File: src/rtl/mux_scan_sequencer.sv
// Round-robin scanner around a 4:1 mux: drives the selects, waits a settle
// time, samples Y and hands it downstream with its channel tag.
module mux_scan_sequencer #(
    parameter int SETTLE_CYC = 2
) (
    input  logic       clk,
    input  logic       rst_n,
    input  logic       en,
    input  logic [3:0] req,
    output logic       S0,
    output logic       S1,
    input  logic       y_in,
    output logic       out_valid,
    input  logic       out_ready,
    output logic       out_data,
    output logic [1:0] out_ch,
    output logic       busy
);

    localparam logic [3:0] CNT_LAST = 4'(SETTLE_CYC - 1);

    typedef enum logic [1:0] {
        IDLE,
        SETTLE,
        HOLD
    } state_t;

    state_t     state;
    state_t     state_n;
    logic [3:0] cnt;
    logic [1:0] sel;
    logic [1:0] last;
    logic [1:0] grant;
    logic       any_req;
    logic       load_sel;
    logic       take_sample;
    logic       out_clr;

    assign any_req = |req;

    // First requesting channel strictly after last-served, wrapping.
    always_comb begin
        logic [1:0] idx;
        logic       found;
        grant = last;
        idx   = last;
        found = 1'b0;
        for (int i = 1; i <= 4; i++) begin
            idx = last + 2'(i);
            if (!found && req[idx]) begin
                grant = idx;
                found = 1'b1;
            end
        end
    end

    always_comb begin
        state_n     = state;
        load_sel    = 1'b0;
        take_sample = 1'b0;
        out_clr     = 1'b0;
        unique case (state)
            IDLE: begin
                if (en && any_req) begin
                    state_n  = SETTLE;
                    load_sel = 1'b1;
                end
            end
            SETTLE: begin
                if (!en) begin
                    state_n = IDLE;
                end else if (cnt == CNT_LAST) begin
                    state_n     = HOLD;
                    take_sample = 1'b1;
                end
            end
            HOLD: begin
                if (out_ready) begin
                    out_clr = 1'b1;
                    if (en && any_req) begin
                        state_n  = SETTLE;
                        load_sel = 1'b1;
                    end else begin
                        state_n = IDLE;
                    end
                end
            end
            default: state_n = IDLE;
        endcase
    end

    always_ff @(posedge clk or negedge rst_n) begin
        if (!rst_n) begin
            state     <= IDLE;
            cnt       <= 4'd0;
            sel       <= 2'd0;
            last      <= 2'd3;
            out_valid <= 1'b0;
            out_data  <= 1'b0;
            out_ch    <= 2'd0;
        end else begin
            state <= state_n;
            if (load_sel) begin
                sel <= grant;
                cnt <= 4'd0;
            end else if (state == SETTLE) begin
                cnt <= cnt + 4'd1;
            end
            if (take_sample) begin
                out_data  <= y_in;
                out_ch    <= sel;
                out_valid <= 1'b1;
                last      <= sel;
            end else if (out_clr) begin
                out_valid <= 1'b0;
            end
        end
    end

    assign S0   = sel[0];
    assign S1   = sel[1];
    assign busy = (state != IDLE);

endmodule

File: config.mk
export PLATFORM = sky130hd
export DESIGN_NAME = mux_scan_sequencer
export DESIGN_NICKNAME = d
export VERILOG_FILES = /design/src/rtl/mux_scan_sequencer.sv
export SDC_FILE = /design/constraint.sdc
export NUM_CORES = 1
export LEC_CHECK = 0
export ABC_AREA = 1
export CAP_MARGIN = 20
export CELL_PAD_IN_SITES_DETAIL_PLACEMENT = 1
export CELL_PAD_IN_SITES_GLOBAL_PLACEMENT = 1
export CORE_MARGIN = 1
export CORE_UTILIZATION = 39
export CTS_CLUSTER_DIAMETER = 120
export DETAILED_ROUTE_END_ITERATION = 6
export PLACE_DENSITY = 0.77
export SKIP_LAST_GASP = 1
export SYNTH_ARGS = -nofsm -noshare
export SYNTH_HDL_FRONTEND = slang
export SYNTH_SLANG_ARGS = --single-unit
File: constraint.sdc
create_clock -name clk -period 2.28 [get_ports clk]
set_input_delay 0.456 -clock clk [delete_from_list [all_inputs] [get_ports clk]]
set_output_delay 0.456 -clock clk [all_outputs]
set_load 0.02 [all_outputs]
* Word-level counts from Yosys, hierarchy flattened *
Index checks and enable logic that the tools add are counted.

word-level totals
  register bits = 14
  output and inout bits = 7
  logic and storage cells = 67

operators by class
  add/subtract/negate cells = 4
  $lt $le $gt $ge = 4
  equal/unequal tests = 6
  multiplexer cells = 33
  reduce and logical (&&, ||, !) cells = 13

operators by type and width
  operator                                                    number
  two-way mux 1 bit                                           17
  two-way mux 2 bit                                           8
  less-than comparator 2 x 3 -> 1 bit, second input constant  4
  binary-select mux 1 bit (select 2 bit)                      4
  two-way mux 4 bit                                           2
  case mux 2 bit (3 select lines)                             1
  nonzero test 2 bit                                          3
  adder 2 bit, second input constant                          2
  adder 4 x 1 -> 4 bit, second input constant                 1
  equality test 4 x 1 -> 1 bit, second input constant         1
  logical AND 1 bit                                           4
  inequality test 2 bit, second input constant                2
  OR reduction 4 bit                                          1
  logical NOT 1 bit                                           3
  inequality test 3 bit, second input constant                1
  AND reduction 3 bit                                         1
  adder 2 x 1 -> 2 bit, second input constant                 1
  equality test 2 x 1 -> 1 bit, second input constant         1
  equality test 2 bit, second input constant                  1
  logical NOT 2 bit                                           1
  case mux 1 bit (2 select lines)                             1

* Depth between registers and ports, before layout *
Gate-level depths: netlist of the first run.

  depth in word-level cells = 13
  gate-level depth with buffers = 12
  mapped depth without buffers = 11

* Least setup slack after synthesis of the first run *
No wires, ideal clock.

  kind = reg-to-reg
  start point = register last[0]
  end point = register sel[1]
  setup time = 116 ps
  data arrival time = 1234 ps
  slack = 930 ps
  cell stages (with the launch flop) = 13
  path buffers = 1
  clock period less this slack = 1350 ps
  cells stage by stage = dfstp_2 > buf_6 > inv_8 > nand2_2 > nand2_4 > nand2_4 > nand2_4 > inv_4 > nand3_4 > nand3_1 > nand2_1 > nand2_1 > nand2_1

on the way
  cells in the longest elaborated chain, start to end = 13
  elaborated cells between the ends (all ways) = 24

ends and longest elaborated chain
  item                                     line  RTL
  start, declared                          32    logic [1:0] last;
  start signal, assigned                   113   last <= sel;
  adder 2 x 1 -> 2 bit                     49    idx = last + 2'(i);
  binary-select mux 1 bit (select 2 bit)   50    if (!found && req[idx]) begin
  two-way mux 1 bit (implied by the code)  50
  two-way mux 1 bit                        50
  logical NOT 1 bit                        50
  logical AND 1 bit                        50
  two-way mux 1 bit                        50
  logical NOT 1 bit                        50
  logical AND 1 bit                        50
  two-way mux 1 bit                        50
  logical NOT 1 bit                        50
  logical AND 1 bit                        50
  two-way mux 2 bit (*)                    50
  end signal, assigned                     104   sel <= grant;
  end, declared                            31    logic [1:0] sel;

Every way passes the cells marked *; elsewhere a longest branch is shown, timed or not. The select of a mux whose other input is x is not followed.
A chain may end at the register's enable or synchronous reset.

* Worst setup path in the final report of the first run *
  start point = register state[1]
  end point = output busy

on the way
  cells in the longest elaborated chain, start to end = 1

ends and longest elaborated chain
  item                    line  RTL
  start, declared         28    state_t state;
  start signal, assigned  102   state <= state_n;
  nonzero test 2 bit      122   assign busy = (state != IDLE);
  end, declared           17    output logic busy

No other way between the ends.

==> results of run 1 <==
-- state kept, by name, indices dropped and copies added, names as in the netlist --
name	count
cnt	4
last	2
out_ch	2
out_data	1
out_valid	1
sel	2
state	2
-- power breakdown --
| group | internal, W | total [W] | switching (W) | leakage (nW) |
|---|---|---|---|---|
| combinational | 0.000366 | 0.000940 | 0.000573 | 0.325 |
| sequential | 0.000369 | 0.000480 | 0.000111 | 0.172 |
| clock | 0.0000678 | 0.000146 | 0.0000785 | 0.0150 |
-- worst min-delay path, stage by stage (launching register included) --
cell and delay, ns:
dfrtp_1 0.35, nand2_1 0.05, nand2_1 0.04
-- kinds of logic (layout without fill, tap and decap cells) --
| kind of cell | Yosys count | count (layout) | synth area share, % |
|---|---|---|---|
| and+or+nand+nor | 65 | 65 | 39.91 |
| DFF | 14 | 14 | 40.06 |
| buffers and inverters | 14 | 32 | 7.955 |
| AOI/OAI and AO/OA | 13 | 13 | 8.239 |
| adders and majority gates | 2 | 2 | 2.840 |
| xor gates and xnor gates | 1 | 1 | 0.9945 |
-- metal layers --
layer / track usage (%) / vias up / share of wire (%)
met1: 24.71 / 368 / 49
met4: 1.429 / 0 / 0
met2: 33.33 / 9 / 49
met5: 0 / - / 0
li1: - / 389 / -
met3: 4.630 / 0 / 1.8
-- final timing paths --
path,cells after the start,endpoint,from
max reg2reg,9,sel[0],last[0]
min reg2reg,2,out_data,out_data
max,3,busy,state[1]
min,2,out_data,out_data
min in group asynchronous,1,sel[1],rst_n
max in group asynchronous,1,out_ch[0],rst_n
-- through the flow --
step                      hold slack, ns  worst slack, ns  instances  instance area, sq um
after floorplan                   0.1604           0.9296        109                 880.8
after global placement            0.4529           0.4845        150                  1054
after detailed placement          0.4581           0.4390        150                  1054
after CTS                         0.4785           0.4244        154                  1080
after global routing              0.5078           0.3683        154                  1080
final                             0.4732           0.4455        154                  1080
-- cell type report --
cell class              instances  area (sq um)  share of cell area [%]
well taps                      27         33.78                   3.129
inverters                      13         58.81                   5.446
clock buffers                   4         26.28                   2.433
flip-flops and latches         14         352.8                   32.68
multi-input cells              81         457.9                   42.41
repair buffers                 15         150.1                   13.90
-- layout by cell type, fill, tap and decap left out, drive strengths merged --
master	Yosys	final
a21o	1	1
a21oi	4	4
clkbuf	0	4
clkdlybuf4s50	0	15
dfrtp	12	12
dfstp	2	2
ha	2	2
inv	13	13
nand2	45	45
nand3	10	10
nand4	1	1
nor2	6	6
nor3	3	3
o21ai	5	5
o22ai	2	2
o31ai	1	1
xnor2	1	1
==> summary.md, run 1 <==
| Metric | Value |
|---|---|
| Synth Flop Type | dfrtp_1 |
| Antenna-violating nets left | 0 |
| Warnings, synthesis | 0 |
| Total Power | about 0.0016 W |
| Worst path required time | between 1.5 and 2 ns |
| Drt drc | 0 |
| Setup bufs post-CTS | 0 |
| Slowest CP cell | clkdlybuf4s50_1 |
| Slowest stage delay, CP | about 0.59 ns |
| CTS resizes | 0 |
| Fraction of layout cells with a size suffix above 1 | roughly a quarter |
| Worst Hold Class | reg -> reg |
| CTS Buf Count | 3 |
| # nets final | 139 |
| Initial DRC count | 12 |
| CP arrival | approximately 1.4 ns |
| Sequential area share after synthesis | around two fifths |
| Root Buffer Master | clkbuf_4 |
| Post-synthesis area per instance | a little over 8 sq um |
| First-pass GRT wire length | about 3600 microns |
| CP Capture Type | output port |
| Setup violations, final | 0 |
| P&R area growth vs syn | 22.59% |
| Synth top cells by count | 31 x nand2_1, 12 x dfrtp_1, 9 x nand2_2, 9 x nand3_1, 6 x inv_1 |
| Die H | between 40 and 50 microns |
| Initial antenna violation count | 0 |
| Slew Viols, Final | 0 |
| Critical setup path kind | reg -> out |
| Post-Synthesis Cells | ~110 |
| CP Launch Type | flop |
| Period utilisation layout | between 80% and 90% |
| Initial DRT Pass Iterations | 4 |
| Total leakage power | approximately 0.51 nW |
| Setup slack, reg-to-reg | 0.79 ns |
| Synth area leader | dfrtp_1 |
| Cell Chain, Critical Path | inv_2, nand2_1, clkdlybuf4s50_1 |
| Clk_lat worst skew | 0.28 ns |
| Post-DR vias/cell | about 5.0 |
| Die ar. | around 2500 sq um |
| Synth top area share | between 30% and 40% |
| Yosys reg bits | 14 |
| Routed wire length | 1981 microns |
| RSZ-0062 raised after global routing | no |
| Slew @ Worst Pin | about 0.62 ns |
| CTS tree | done |
| Buffers on Ports | 15 |
| Final period demand of the worst path | 1.835 ns |
| Max Fclk | 0.5451 GHz |
| H-tree levels | 1 |
| Final TNS setup | 0 ns |
| Worst-path clk slew | around 0.08 ns |
| Cell Area, Synth | between 800 and 900 sq um |
| Avg WL per Cell | 12.86 microns |
| Total GRT Usage | between 10% and 20% |
| Grt ovf | 0 |
| Hold Fails Final Rpt | 0 |
| Clk buf depth | 2 |
| Clk sinks | 14 |
| Detailed Place HPWL | approximately 1700 microns |
| Synth top area cells | dfrtp_1 34%, nand2_1 13%, nand2_2 6.4% |
| Util after Layout | between 50 and 60% |
| Ant diodes | 0 |
| CP delay by family, top | buffers and inverters |
| VDD IR max | 0.6256 mV |
| PD cells | between 1000 and 1500 nW/um^2 |
| Buf/Inv on CP | 2 |
| # rows | 16 |
| Worst-path maximum fanout | 3 |
| Ports | 16 |
| Number of synthesized flops with an enable pin | 0 |
| Async SR Flop Fraction | 100.0% |
| Slew margin rel. | about three fifths |
| Fill cell count | 264 |
| Vias in the first global route | about 830 |
| Initial core utilization | between 40% and 50% |
| Status | finished clean |
| Largest net degree at the start of global routing | 15 |
| Hold-fix buffers, CTS | 0 |
| Core area | a little over 2000 sq um |
| Top-count cell post-synth | nand2_1 |
| Max cap viols | 0 |
| Worst Skew | between 0.006 and 0.007 ns |
| Vias after detailed routing | 766 |
| Synth cell types | 25 |
| Die W | slightly below 50 microns |
| Global placement routability congestion | approximately 0.76 |
| Syn Nets | 120 |
No activity file was read; power rests on OpenSTA's default activity.
==> inputs of run 2 (changes only) <==
--- a/config.mk
+++ b/config.mk
@@ -10,10 +10,10 @@
 export CELL_PAD_IN_SITES_DETAIL_PLACEMENT = 1
 export CELL_PAD_IN_SITES_GLOBAL_PLACEMENT = 1
 export CORE_MARGIN = 1
-export CORE_UTILIZATION = 39
+export CORE_UTILIZATION = 37
 export CTS_CLUSTER_DIAMETER = 120
 export DETAILED_ROUTE_END_ITERATION = 6
-export PLACE_DENSITY = 0.77
+export PLACE_DENSITY = 0.74
 export SKIP_LAST_GASP = 1
 export SYNTH_ARGS = -nofsm -noshare
 export SYNTH_HDL_FRONTEND = slang
==> constraint.sdc (replaced) <==
create_clock -name clk -period 1.8 [get_ports clk]
set_input_delay 0.36 -clock clk [delete_from_list [all_inputs] [get_ports clk]]
set_output_delay 0.36 -clock clk [all_outputs]
set_load 0.02 [all_outputs]
==> run 2 against run 1 <==
- worst hold slack lost 0.10 ns
- critical path depth shrank 2
- die area grew 5.2%
- flip-flop and latch count is the same
- register-to-register slack lost 0.47 ns
- via count shrank 0.78%
- count of clock-buffer cells in the layout is the same
- first-iteration DRC count shrank 58%
- critical endpoint is now S1
- highest routed layer is now met4
==> summary.md, run 2 (synthesis gave the netlist of run 1 again) <==
| Metric | Value |
|---|---|
| Total leakage power | 0.5337 nW (+4.2%) |
| Slowest CP cell | clkdlybuf4s50_1 |
| Fraction of layout cells with a size suffix above 1 | 25.00% (+1.4 points) |
| Hold Fails Final Rpt | 0 (unchanged) |
| Buffers on Ports | 15 (unchanged) |
| # rows | 17 (+1) |
| Reg with most FFs | cnt |
| Largest register FFs | 4 (unchanged) |
| Slowest stage delay, CP | 0.62 ns (+0.03 ns) |
| P&R area growth vs syn | 25.00% |
| Clk sinks | 14 (unchanged) |
| Most frequent cells in the layout | 31 x nand2_1, 14 x clkdlybuf4s50_1, 12 x dfrtp_1 |
| H-tree levels | 1 (unchanged) |
| Setup bufs post-CTS | 0 (unchanged) |
| Worst Skew | 0.006037 ns (-0.0003270 ns) |
| Initial DRT Pass Iterations | 4 (unchanged) |
| Grt ovf | 0 (unchanged) |
| Final period demand of the worst path | about 1.7 ns |
| Period utilisation layout | around 93% |
| Worst-path clk slew | 0.09 ns (about the same) |
| Drt drc | 0 (unchanged) |
| # nets final | 140 (+0.72%) |
| Initial antenna violation count | 0 (unchanged) |
| Largest net degree at the start of global routing | 15 (unchanged) |
| First-pass GRT wire length | 3581 microns (-1.1%) |
| Busiest layer in global routing | met2 |
| Core area | 2233 sq um (+9.4%) |
| Pre-CTS WS | 0.07880 ns (-0.3602 ns) |
| Die ar. | 2580 sq um (+5.2%) |
| Worst-path maximum fanout | 3 (unchanged) |
| PD cells | 1825 nW/um^2 (+26%) |
| Grt met3 use | 6.970% (+2.3 points) |
| CP Capture Type | output port |
| Root Buffer Master | clkbuf_4 |
| Setup slack, reg-to-reg | 0.32 ns (-0.47 ns) |
| Die W | 50.79 microns (+2.6%) |
| Avg WL per Cell | 12.51 microns (-2.8%) |
| Vias after detailed routing | 760 (-0.78%) |
| GR Util met1 | 22.33% (-2.4 points) |
| Status | finished clean |
| Antenna-violating nets left | 0 (unchanged) |
| Setup violations, final | 0 (unchanged) |
| Initial DRC count | 5 (-7) |
| CP Launch Type | flop |
| Slew margin rel. | 77.57% (+19 points) |
| VDD IR max | 0.8608 mV (+38%) |
| Fin worst setup slack | 0.1294 ns (-0.3160 ns) |
| Detailed Place HPWL | 1570 microns (-5.8%) |
| Global placement routability congestion | 0.7676 (+1.2%) |
| Total GRT Usage | 18.78% (-0.34 points) |
| Worst path required time | 1.44 ns (-0.38 ns) |
| CTS Buf Count | 3 (unchanged) |
| Initial core utilization | 39.44% (-3.7 points) |
| Clk buf depth | 2 (unchanged) |
| Slew @ Worst Pin | 0.3354 ns (-0.2862 ns) |
| Buf/Inv on CP | 1 (-1) |
| CP delay by family, top | buffers and inverters |
| WHS | 0.3734 ns (-0.09974 ns) |
| Most common cell after layout, fill and taps aside | nand2_1 |
| CP Launch Point | sel[1] |
| Max cap viols | 0 (unchanged) |
| Clk_lat worst skew | 0.28 ns (about the same) |
| Ant diodes | 0 (unchanged) |
| Final TNS setup | 0 ns (unchanged) |
| CTS tree | done |
| R2R Path Start | last[0] |
| Vias in the first global route | 850 (+2.8%) |
| Cell Chain, Critical Path | clkdlybuf4s50_1 |
| RSZ-0062 raised after global routing | no |
| Ports | 16 (unchanged) |
| GR Layer Usage met2 | 32.67% (-0.67 points) |
| Max Fclk | about 0.6 GHz |
| Critical setup path kind | reg -> out |
| Post-DR vias/cell | 4.872 (-2.1%) |
| Slew Viols, Final | 0 (unchanged) |
| Routed wire length | 1951 microns (-1.5%) |
| Die H | 50.79 microns (+2.6%) |
| CP arrival | 1.31 ns (-0.07 ns) |
| Worst Hold Class | in -> async |
==> run 2: changes by cell type in the layout (fill, tap and decap cells not counted), sizes merged <==
cell	change
buf	+1
clkdlybuf4s50	-1
dlymetal6s2s	+1
==> run 2: layout make-up <==
type,instances,area (sq um)
flip-flops and latches,14,352.8
clock buffers,4,36.28
fillers,277,1132
repair buffers,16,160.2
well taps,28,35.03
inverters,13,58.81
multi-input cells,81,457.9
==> run 2: worst reg2reg max path, cell delays in order, from the launching register on <==
cell     delay [ns]
dfstp_2        0.67
nand2_1        0.13
nand2_4        0.12
nand2_1        0.07
nand2_2        0.08
nand3_4        0.07
nand2_1        0.07
nand2_1        0.05
nand3_1        0.07
nand2_1        0.05
==> run 2: power by group <==
part / internal (W) / total (W) / switching (W)
sequential: 0.000467 / 0.000608 / 0.000141
clock: 0.000123 / 0.000226 / 0.000103
combinational: 0.000463 / 0.00118 / 0.000712
==> run 2: worst paths after layout <==
check | endpoint | cells past startpoint
max reg2reg | sel[0] | 9
max in group asynchronous | last[0] | 2
min | cnt[2] | 2
min in group clk | state[1] | 1
min reg2reg | state[1] | 1
max | S1 | 1
==> run 2: routing by layer <==
metal | vias up | part of all wire, %
li1 | 386 | -
met1 | 362 | 47
met2 | 10 | 49
met3 | 2 | 3.3
met4 | 0 | 0.46
met5 | - | 0
==> run 2: metrics by stage <==
step                      cells  area [sq um]  power [W]  util [%]
after floorplan             109         880.8   0.001474         -
after detailed placement    152          1062   0.001804     47.56
after CTS                   156          1099   0.002045     49.19
after global placement      152          1062   0.001767     47.56
final                       156          1101   0.002009     49.30
after global routing        156          1101   0.002198     49.30
==> run 2: what timing repair did <==
item,4_1_cts,5_1_grt
hold buffers,0,0
endpoints found under the setup margin,0,1
gates resized for setup,0,1
